**config.mk**
```make
export PLATFORM = sky130hd
export DESIGN_NAME = pdp11_fetch_flat
export DESIGN_NICKNAME = d
export VERILOG_FILES = /design/src/rtl/pdp11_fetch_pkg.sv /design/src/rtl/pdp11_fetch_if.sv /design/src/rtl/pdp11_bus_timer.sv /design/src/rtl/pdp11_fetch.sv /design/src/flat_wrapper.sv
export SDC_FILE = /design/constraint.sdc
export NUM_CORES = 1
export LEC_CHECK = 0
export BUFFER_PORTS_ARGS = -buffer_cell sky130_fd_sc_hd__buf_2
export CAP_MARGIN = 20
export CELL_PAD_IN_SITES_DETAIL_PLACEMENT = 1
export CELL_PAD_IN_SITES_GLOBAL_PLACEMENT = 2
export CORE_ASPECT_RATIO = 1.1
export CORE_UTILIZATION = 25
export CTS_CLUSTER_SIZE = 16
export DETAILED_ROUTE_END_ITERATION = 10
export GPL_TIMING_DRIVEN = 0
export PLACE_DENSITY = 0.73
export SLEW_MARGIN = 20
export SYNTH_ARGS = -nofsm -noshare
export SYNTH_HDL_FRONTEND = slang
export SYNTH_SLANG_ARGS = --single-unit
```
**constraint.sdc**
```tcl
create_clock -name clk -period 1.7 [get_ports clk]
set_input_delay 0.085 -clock clk [delete_from_list [all_inputs] [get_ports clk]]
set_output_delay 0.085 -clock clk [all_outputs]
set_load 0.05 [all_outputs]
```
**src/rtl/pdp11_fetch_pkg.sv**
```systemverilog
// Shared definitions for the PDP-11 fetch path: sequencer states, fault codes
// and the register number of the PC.
package pdp11_fetch_pkg;

  typedef enum logic [2:0] {
    ST_IDLE   = 3'd0,
    ST_LOADPC = 3'd1,
    ST_WAIT   = 3'd2,
    ST_WRPC   = 3'd3,
    ST_VALID  = 3'd4,
    ST_ERROR  = 3'd5
  } fetch_state_e;

  localparam logic [1:0] ERR_NONE = 2'd0;
  localparam logic [1:0] ERR_ODD  = 2'd1;
  localparam logic [1:0] ERR_BUS  = 2'd2;
  localparam logic [1:0] ERR_TMO  = 2'd3;

  localparam logic [2:0] REG_PC = 3'd7;

  // 16-bit PC advance; wraps modulo 2^16
  function automatic logic [15:0] pc_advance(input logic [15:0] pc, input logic [15:0] inc);
    return pc + inc;
  endfunction

endpackage

```
**src/rtl/pdp11_fetch_if.sv**
```systemverilog
// Fetch-side bus bundle: memory read handshake plus the decoder valid/ready handshake.
interface pdp11_fetch_if;
  logic [15:0] mem_addr;
  logic        mem_req;
  logic        mem_ack;
  logic        mem_err;
  logic [15:0] mem_rdata;
  logic [15:0] ir;
  logic        ir_valid;
  logic        ir_ready;

  modport master (
    output mem_addr, mem_req, ir, ir_valid,
    input  mem_ack, mem_err, mem_rdata, ir_ready
  );

  modport slave (
    input  mem_addr, mem_req, ir, ir_valid,
    output mem_ack, mem_err, mem_rdata, ir_ready
  );
endinterface

```
**src/rtl/pdp11_bus_timer.sv**
```systemverilog
// Bus-cycle watchdog: clearable, enabled counter that flags the last allowed cycle.
module pdp11_bus_timer #(
  parameter int TIMEOUT = 16
) (
  input  logic clk,
  input  logic reset,
  input  logic clear,
  input  logic enable,
  output logic expired
);

  localparam int W = $clog2(TIMEOUT);
  localparam logic [W-1:0] LAST = W'(TIMEOUT - 1);

  logic [W-1:0] count_r;

  // Count enabled cycles, saturating at the last allowed cycle
  always_ff @(posedge clk) begin
    if (reset) begin
      count_r <= '0;
    end else if (clear) begin
      count_r <= '0;
    end else if (enable && (count_r != LAST)) begin
      count_r <= count_r + W'(1);
    end else begin
      count_r <= count_r;
    end
  end

  assign expired = (count_r == LAST);

endmodule

```
**src/rtl/pdp11_fetch.sv**
```systemverilog
// PDP-11 instruction-fetch sequencer: reads PC from the regfile, fetches one word,
// writes PC+PC_INC back and hands the word to the decoder; faults are sticky.
module pdp11_fetch
  import pdp11_fetch_pkg::*;
#(
  parameter int TIMEOUT = 16,
  parameter int PC_INC  = 2
) (
  input  logic          clk,
  input  logic          reset,
  input  logic          halt,
  output logic [2:0]    sela,
  output logic [2:0]    selb,
  output logic          we,
  output logic [15:0]   w,
  input  logic [15:0]   a,
  input  logic [15:0]   b,
  pdp11_fetch_if.master bus,
  output logic          fetch_err,
  output logic [1:0]    err_code
);

  localparam logic [15:0] PC_INC_W = 16'(PC_INC);

  fetch_state_e state_r, state_s;
  logic [15:0]  pc_q_r, pc_q_s;
  logic [15:0]  mem_addr_r, mem_addr_s;
  logic         mem_req_r, mem_req_s;
  logic         we_r, we_s;
  logic [15:0]  w_r, w_s;
  logic [15:0]  ir_r, ir_s;
  logic         ir_valid_r, ir_valid_s;
  logic         fetch_err_r, fetch_err_s;
  logic [1:0]   err_code_r, err_code_s;
  logic         tmr_clear_s, tmr_en_s, tmr_expired_s;
  logic         unused_a_s;

  assign unused_a_s = ^a;

  pdp11_bus_timer #(.TIMEOUT(TIMEOUT)) u_timer (
    .clk     (clk),
    .reset   (reset),
    .clear   (tmr_clear_s),
    .enable  (tmr_en_s),
    .expired (tmr_expired_s)
  );

  // Next-state and next-output decode
  always_comb begin
    state_s     = state_r;
    pc_q_s      = pc_q_r;
    mem_addr_s  = mem_addr_r;
    mem_req_s   = mem_req_r;
    we_s        = 1'b0;
    w_s         = w_r;
    ir_s        = ir_r;
    ir_valid_s  = ir_valid_r;
    fetch_err_s = fetch_err_r;
    err_code_s  = err_code_r;
    tmr_clear_s = 1'b0;
    tmr_en_s    = 1'b0;

    case (state_r)
      ST_IDLE: begin
        state_s = ST_LOADPC;
      end
      ST_LOADPC: begin
        tmr_clear_s = 1'b1;
        if (halt) begin
          state_s = ST_LOADPC;
        end else begin
          pc_q_s = b;
          if (b[0]) begin
            state_s     = ST_ERROR;
            fetch_err_s = 1'b1;
            err_code_s  = ERR_ODD;
          end else begin
            mem_addr_s = b;
            mem_req_s  = 1'b1;
            state_s    = ST_WAIT;
          end
        end
      end
      ST_WAIT: begin
        tmr_en_s = 1'b1;
        // An ack in the expiry cycle still completes the fetch
        if (bus.mem_ack) begin
          mem_req_s = 1'b0;
          if (bus.mem_err) begin
            state_s     = ST_ERROR;
            fetch_err_s = 1'b1;
            err_code_s  = ERR_BUS;
          end else begin
            ir_s    = bus.mem_rdata;
            we_s    = 1'b1;
            w_s     = pc_advance(pc_q_r, PC_INC_W);
            state_s = ST_WRPC;
          end
        end else if (tmr_expired_s) begin
          mem_req_s   = 1'b0;
          state_s     = ST_ERROR;
          fetch_err_s = 1'b1;
          err_code_s  = ERR_TMO;
        end else begin
          state_s = ST_WAIT;
        end
      end
      ST_WRPC: begin
        ir_valid_s = 1'b1;
        state_s    = ST_VALID;
      end
      ST_VALID: begin
        if (bus.ir_ready) begin
          ir_valid_s = 1'b0;
          state_s    = ST_LOADPC;
        end else begin
          state_s = ST_VALID;
        end
      end
      ST_ERROR: begin
        fetch_err_s = 1'b1;
        mem_req_s   = 1'b0;
        ir_valid_s  = 1'b0;
        state_s     = ST_ERROR;
      end
      default: begin
        state_s    = ST_IDLE;
        mem_req_s  = 1'b0;
        ir_valid_s = 1'b0;
      end
    endcase
  end

  // State and registered outputs
  always_ff @(posedge clk) begin
    if (reset) begin
      state_r     <= ST_IDLE;
      pc_q_r      <= 16'h0000;
      mem_addr_r  <= 16'h0000;
      mem_req_r   <= 1'b0;
      we_r        <= 1'b0;
      w_r         <= 16'h0000;
      ir_r        <= 16'h0000;
      ir_valid_r  <= 1'b0;
      fetch_err_r <= 1'b0;
      err_code_r  <= ERR_NONE;
    end else begin
      state_r     <= state_s;
      pc_q_r      <= pc_q_s;
      mem_addr_r  <= mem_addr_s;
      mem_req_r   <= mem_req_s;
      we_r        <= we_s;
      w_r         <= w_s;
      ir_r        <= ir_s;
      ir_valid_r  <= ir_valid_s;
      fetch_err_r <= fetch_err_s;
      err_code_r  <= err_code_s;
    end
  end

  assign sela         = REG_PC;
  assign selb         = REG_PC;
  assign we           = we_r;
  assign w            = w_r;
  assign bus.mem_addr = mem_addr_r;
  assign bus.mem_req  = mem_req_r;
  assign bus.ir       = ir_r;
  assign bus.ir_valid = ir_valid_r;
  assign fetch_err    = fetch_err_r;
  assign err_code     = err_code_r;

endmodule

```
**src/flat_wrapper.sv**
```systemverilog
// flat-port wrapper written by rule: the top's interface ports become plain ports
module pdp11_fetch_flat import pdp11_fetch_pkg::*;
#(
  parameter int TIMEOUT = 16,
  parameter int PC_INC  = 2
)
  (clk, reset, halt, sela, selb, we, w, a, b, fetch_err, err_code, bus_mem_addr, bus_mem_req, bus_ir, bus_ir_valid, bus_mem_ack, bus_mem_err, bus_mem_rdata, bus_ir_ready);
  pdp11_fetch_if bus_i ();
  input  logic clk;
  input  logic reset;
  input  logic halt;
  output logic [2:0] sela;
  output logic [2:0] selb;
  output logic we;
  output logic [15:0] w;
  input  logic [15:0] a;
  input  logic [15:0] b;
  output logic fetch_err;
  output logic [1:0] err_code;
  output wire logic [$bits(bus_i.mem_addr)-1:0] bus_mem_addr;
  output wire logic [$bits(bus_i.mem_req)-1:0] bus_mem_req;
  output wire logic [$bits(bus_i.ir)-1:0] bus_ir;
  output wire logic [$bits(bus_i.ir_valid)-1:0] bus_ir_valid;
  input wire logic [$bits(bus_i.mem_ack)-1:0] bus_mem_ack;
  input wire logic [$bits(bus_i.mem_err)-1:0] bus_mem_err;
  input wire logic [$bits(bus_i.mem_rdata)-1:0] bus_mem_rdata;
  input wire logic [$bits(bus_i.ir_ready)-1:0] bus_ir_ready;
  assign bus_mem_addr = bus_i.mem_addr;
  assign bus_mem_req = bus_i.mem_req;
  assign bus_ir = bus_i.ir;
  assign bus_ir_valid = bus_i.ir_valid;
  assign bus_i.mem_ack = bus_mem_ack;
  assign bus_i.mem_err = bus_mem_err;
  assign bus_i.mem_rdata = bus_mem_rdata;
  assign bus_i.ir_ready = bus_ir_ready;
  pdp11_fetch #(.TIMEOUT(TIMEOUT), .PC_INC(PC_INC)) u_core (.clk(clk), .reset(reset), .halt(halt), .sela(sela), .selb(selb), .we(we), .w(w), .a(a), .b(b), .bus(bus_i), .fetch_err(fetch_err), .err_code(err_code));
endmodule
```
==> impl_metrics.json <==
{
  "status": "finished, final reports clean",
  "overflow": 0,
  "die_w_um": 110,
  "ys_top_cells_by_area": "dfxtp_1 48%, nand2_1 13%, a21oi_1 8.3%",
  "cap_violations": 0,
  "ys_seq_elements": 76,
  "placeableCoreArea_sq_um": 12200,
  "yosysMostFrequentCell": "nand2_1",
  "comb_power_share": 0.119,
  "clkLatencyLatePin_ns": 0.33,
  "ios": 114,
  "drt_wl_total_um": 9970,
  "first_global_vias": 3063,
  "grt_start_max_net_pins": 13,
  "routed_via_density": 4.52,
  "synth_flop_cell": "dfxtp_1",
  "switching_share": 0.256,
  "die_h_um": 120,
  "clk_path_buf_depth": 2,
  "cts_tree": "built",
  "clk_pin_slew_ns": 0.06,
  "multi_input_area_sq_um": 1550,
  "dpl_cell_area_sq_um": 3830,
  "rsz0062_at_grt": "yes",
  "critPathRequiredTime_ns": 1.96,
  "async_flop_share": 0,
  "post-route-drc-count": 0,
  "endpoint_kind": "flop",
  "skew_ns": 0.00548,
  "cts_buffers": 9,
  "vias": 3058,
  "p_leak_nw": 1.87,
  "avgSynthCellArea_sq_um": 8.39,
  "setup_viol": 0,
  "finalCriticalPeriod_ns": 1.67,
  "slew_viol_final": 0,
  "arrival_ns": 1.93,
  "netlist_top_cells_count": "106 x nand2_1, 76 x dfxtp_1, 53 x a21oi_1, 26 x nor2_1, 11 x buf_4",
  "worst_setup_path_start_kind": "flop",
  "yosys.area.top_type": "dfxtp_1",
  "intPower_mw": 3.23,
  "max_freq_mhz": 598,
  "rows": 42,
  "grt_pass1_wl_um": 15400,
  "dp.cells": 627,
  "powerDensity_nw_per_um2": 952,
  "antenna_found_initial": 0,
  "grt_use_total": 0.155,
  "synthCells": 379,
  "dieArea_sq_um": 13200,
  "regArea_sq_um": 1530,
  "critPathMaxFanout": 6,
  "ir_drop_v": 0.000411,
  "fill_cells": 1523,
  "ys_warn_count": 0,
  "area_delta_synth_final_pct": 43.5,
  "ys_seq_area_frac": 0.479,
  "synth_top_area_frac": 0.479,
  "fin_area_sq_um": 4560,
  "fin_cells": 676,
  "path_class": "reg -> reg",
  "slew_headroom": 0.548,
  "hp-class": "in -> reg",
  "drt-initial-drc-count": 102,
  "clkPwrFrac": 0.449,
  "port_buffers": 89,
  "pwr-share-seq": 0.432,
  "hpwl_um": 7300,
  "h-tree-depth": 3,
  "worstMarginPinSlew_ns": 0.678,
  "wire_per_inst_um": 14.7,
  "switching_power_mw": 1.11,
  "antenna_cells": 0,
  "gp_routability_congestion": 0.767,
  "ant_nets": 0,
  "period_share": 0.984,
  "synth_edf_count": 0,
  "hold_viol_final": 0,
  "netlist_area_sq_um": 3180,
  "start_util": 0.261,
  "layout-drive-gt1-share": 0.339,
  "nNetsFinal": 573,
  "synth_cell_types": 45,
  "cts_sinks": 76,
  "cts_root_buf": "clkbuf_16",
  "drt_pre_antenna_iters": 4
}
final timing paths:
path              slack [ns]  depth (start not counted)          endpoint         startpoint
setup / recovery        0.03                          8       u_core.w[8]  u_core.state_r[0]
hold / removal         0.006                          3  u_core.bus.ir[8]   bus_mem_rdata[8]
setup reg to reg        0.03                          8       u_core.w[8]  u_core.state_r[0]
hold reg to reg         0.45                          2  u_core.bus.ir[1]   u_core.bus.ir[1]
placed cells by master (no fill, tap or decap), types with 2 or more instances in the layout:
cell type,Yosys,final
a211oi_1,6,2
nor2_1,26,21
a31oi_1,5,5
xnor2_1,8,8
inv_1,5,5
dfxtp_2,0,2
dlygate4sd3_1,0,17
nor2_2,0,5
a211oi_2,8,12
o21a_1,2,2
nand2_1,106,105
nand4_1,3,3
clkbuf_8,0,2
clkbuf_1,10,8
nor3b_1,2,2
dfxtp_1,76,72
buf_6,4,7
nand3_1,4,4
buf_4,11,26
conb_1,2,7
clkinv_2,0,4
xor2_1,6,6
buf_8,0,2
nor3_1,6,6
dfxtp_4,0,2
nor4_1,2,2
buf_2,5,91
clkbuf_16,0,9
o21ai_0,3,3
a21oi_1,53,53
nor2b_1,2,2
layer usage:
metal | vias up | wire length, um | track usage
li1 | 1538 | - | -
met1 | 1443 | 4370 | 0.186
met2 | 60 | 4980 | 0.268
met3 | 17 | 361 | 0.0270
met4 | 0 | 255 | 0.0658
met5 | - | 0 | 0
worst max-delay path, stage by stage, from the launching register on:
cell and delay (ns):
dfxtp_2 0.33, buf_6 0.13, or3b_1 0.38, buf_6 0.15, nor2_8 0.13, buf_8 0.14
buf_8 0.13, nor2_2 0.04, a211oi_2 0.17
state kept, by name, summed over array words and instances (netlist names):
| signal | cells |
|---|---|
| u_core.u_timer.count_r | 4 |
| u_core.bus.ir | 16 |
| u_core.bus.ir_valid | 1 |
| u_core.bus.mem_req | 1 |
| u_core.we | 1 |
| u_core.w | 16 |
| u_core.fetch_err | 1 |
| u_core.bus.mem_addr | 15 |
| u_core.err_code | 2 |
| u_core.state_r | 3 |
| u_core.pc_q_r | 16 |
final cells by class:
cell class / instances / share of cell area
tap: 154 / 0.0422
inverter: 5 / 0.00411
sequential: 76 / 0.336
clock inverter: 5 / 0.0110
clock buffer: 11 / 0.0554
buffer: 27 / 0.0425
timing repair buffer: 125 / 0.170
multi-input combinational: 273 / 0.340
stage by stage:
stage	setup WS (ns)	hold WS, ns	TNS, ns	util	total power [mW]
after floorplan	0.0231	0.221	0	-	2.22
after global placement	-0.182	0.328	-3.17	0.315	2.36
after detailed placement	-0.259	0.336	-4.38	0.315	2.37
after CTS	0.0249	0.000895	0	0.362	4.38
after global routing	-0.0259	0.00314	-0.0321	0.374	4.52
final	0.0266	0.00574	0	0.374	4.34
cells by family (layout without fill, tap and decap cells):
| kind of cell | Yosys count | after routing | synth area share |
|---|---|---|---|
| AO/OA/AOI/OAI | 85 | 85 | 0.170 |
| flip-flops | 76 | 76 | 0.479 |
| multiplexers | 1 | 1 | 0.00315 |
| adder cells (fa/ha/maj) | 2 | 2 | 0.00787 |
| buffers and inverters | 35 | 173 | 0.0657 |
| AND/OR/NAND/NOR | 164 | 164 | 0.234 |
| XOR/XNOR | 14 | 14 | 0.0386 |
| other | 2 | 7 | 0.00236 |
power groups by stage:
| stage | Clock (mW) | Combinational (mW) | Sequential, mW |
|---|---|---|---|
| after floorplan | 0 | 0.230 | 1.99 |
| after detailed placement | 0 | 0.454 | 1.91 |
| after global placement | 0 | 0.448 | 1.91 |
| after CTS | 2.01 | 0.500 | 1.88 |
| final | 1.95 | 0.516 | 1.88 |
| after global routing | 2.08 | 0.558 | 1.88 |
timing repair:
action / 4_1_cts / 5_1_grt
gates resized for setup: 12 / 25
hold buffers: 17 / 0
hold endpoints to repair: 17 / 0
setup endpoints to repair: 47 / 26
buffers inserted: 9 / 10
pin swaps: 2 / 11
No activity file was read; power rests on OpenSTA's default activity.
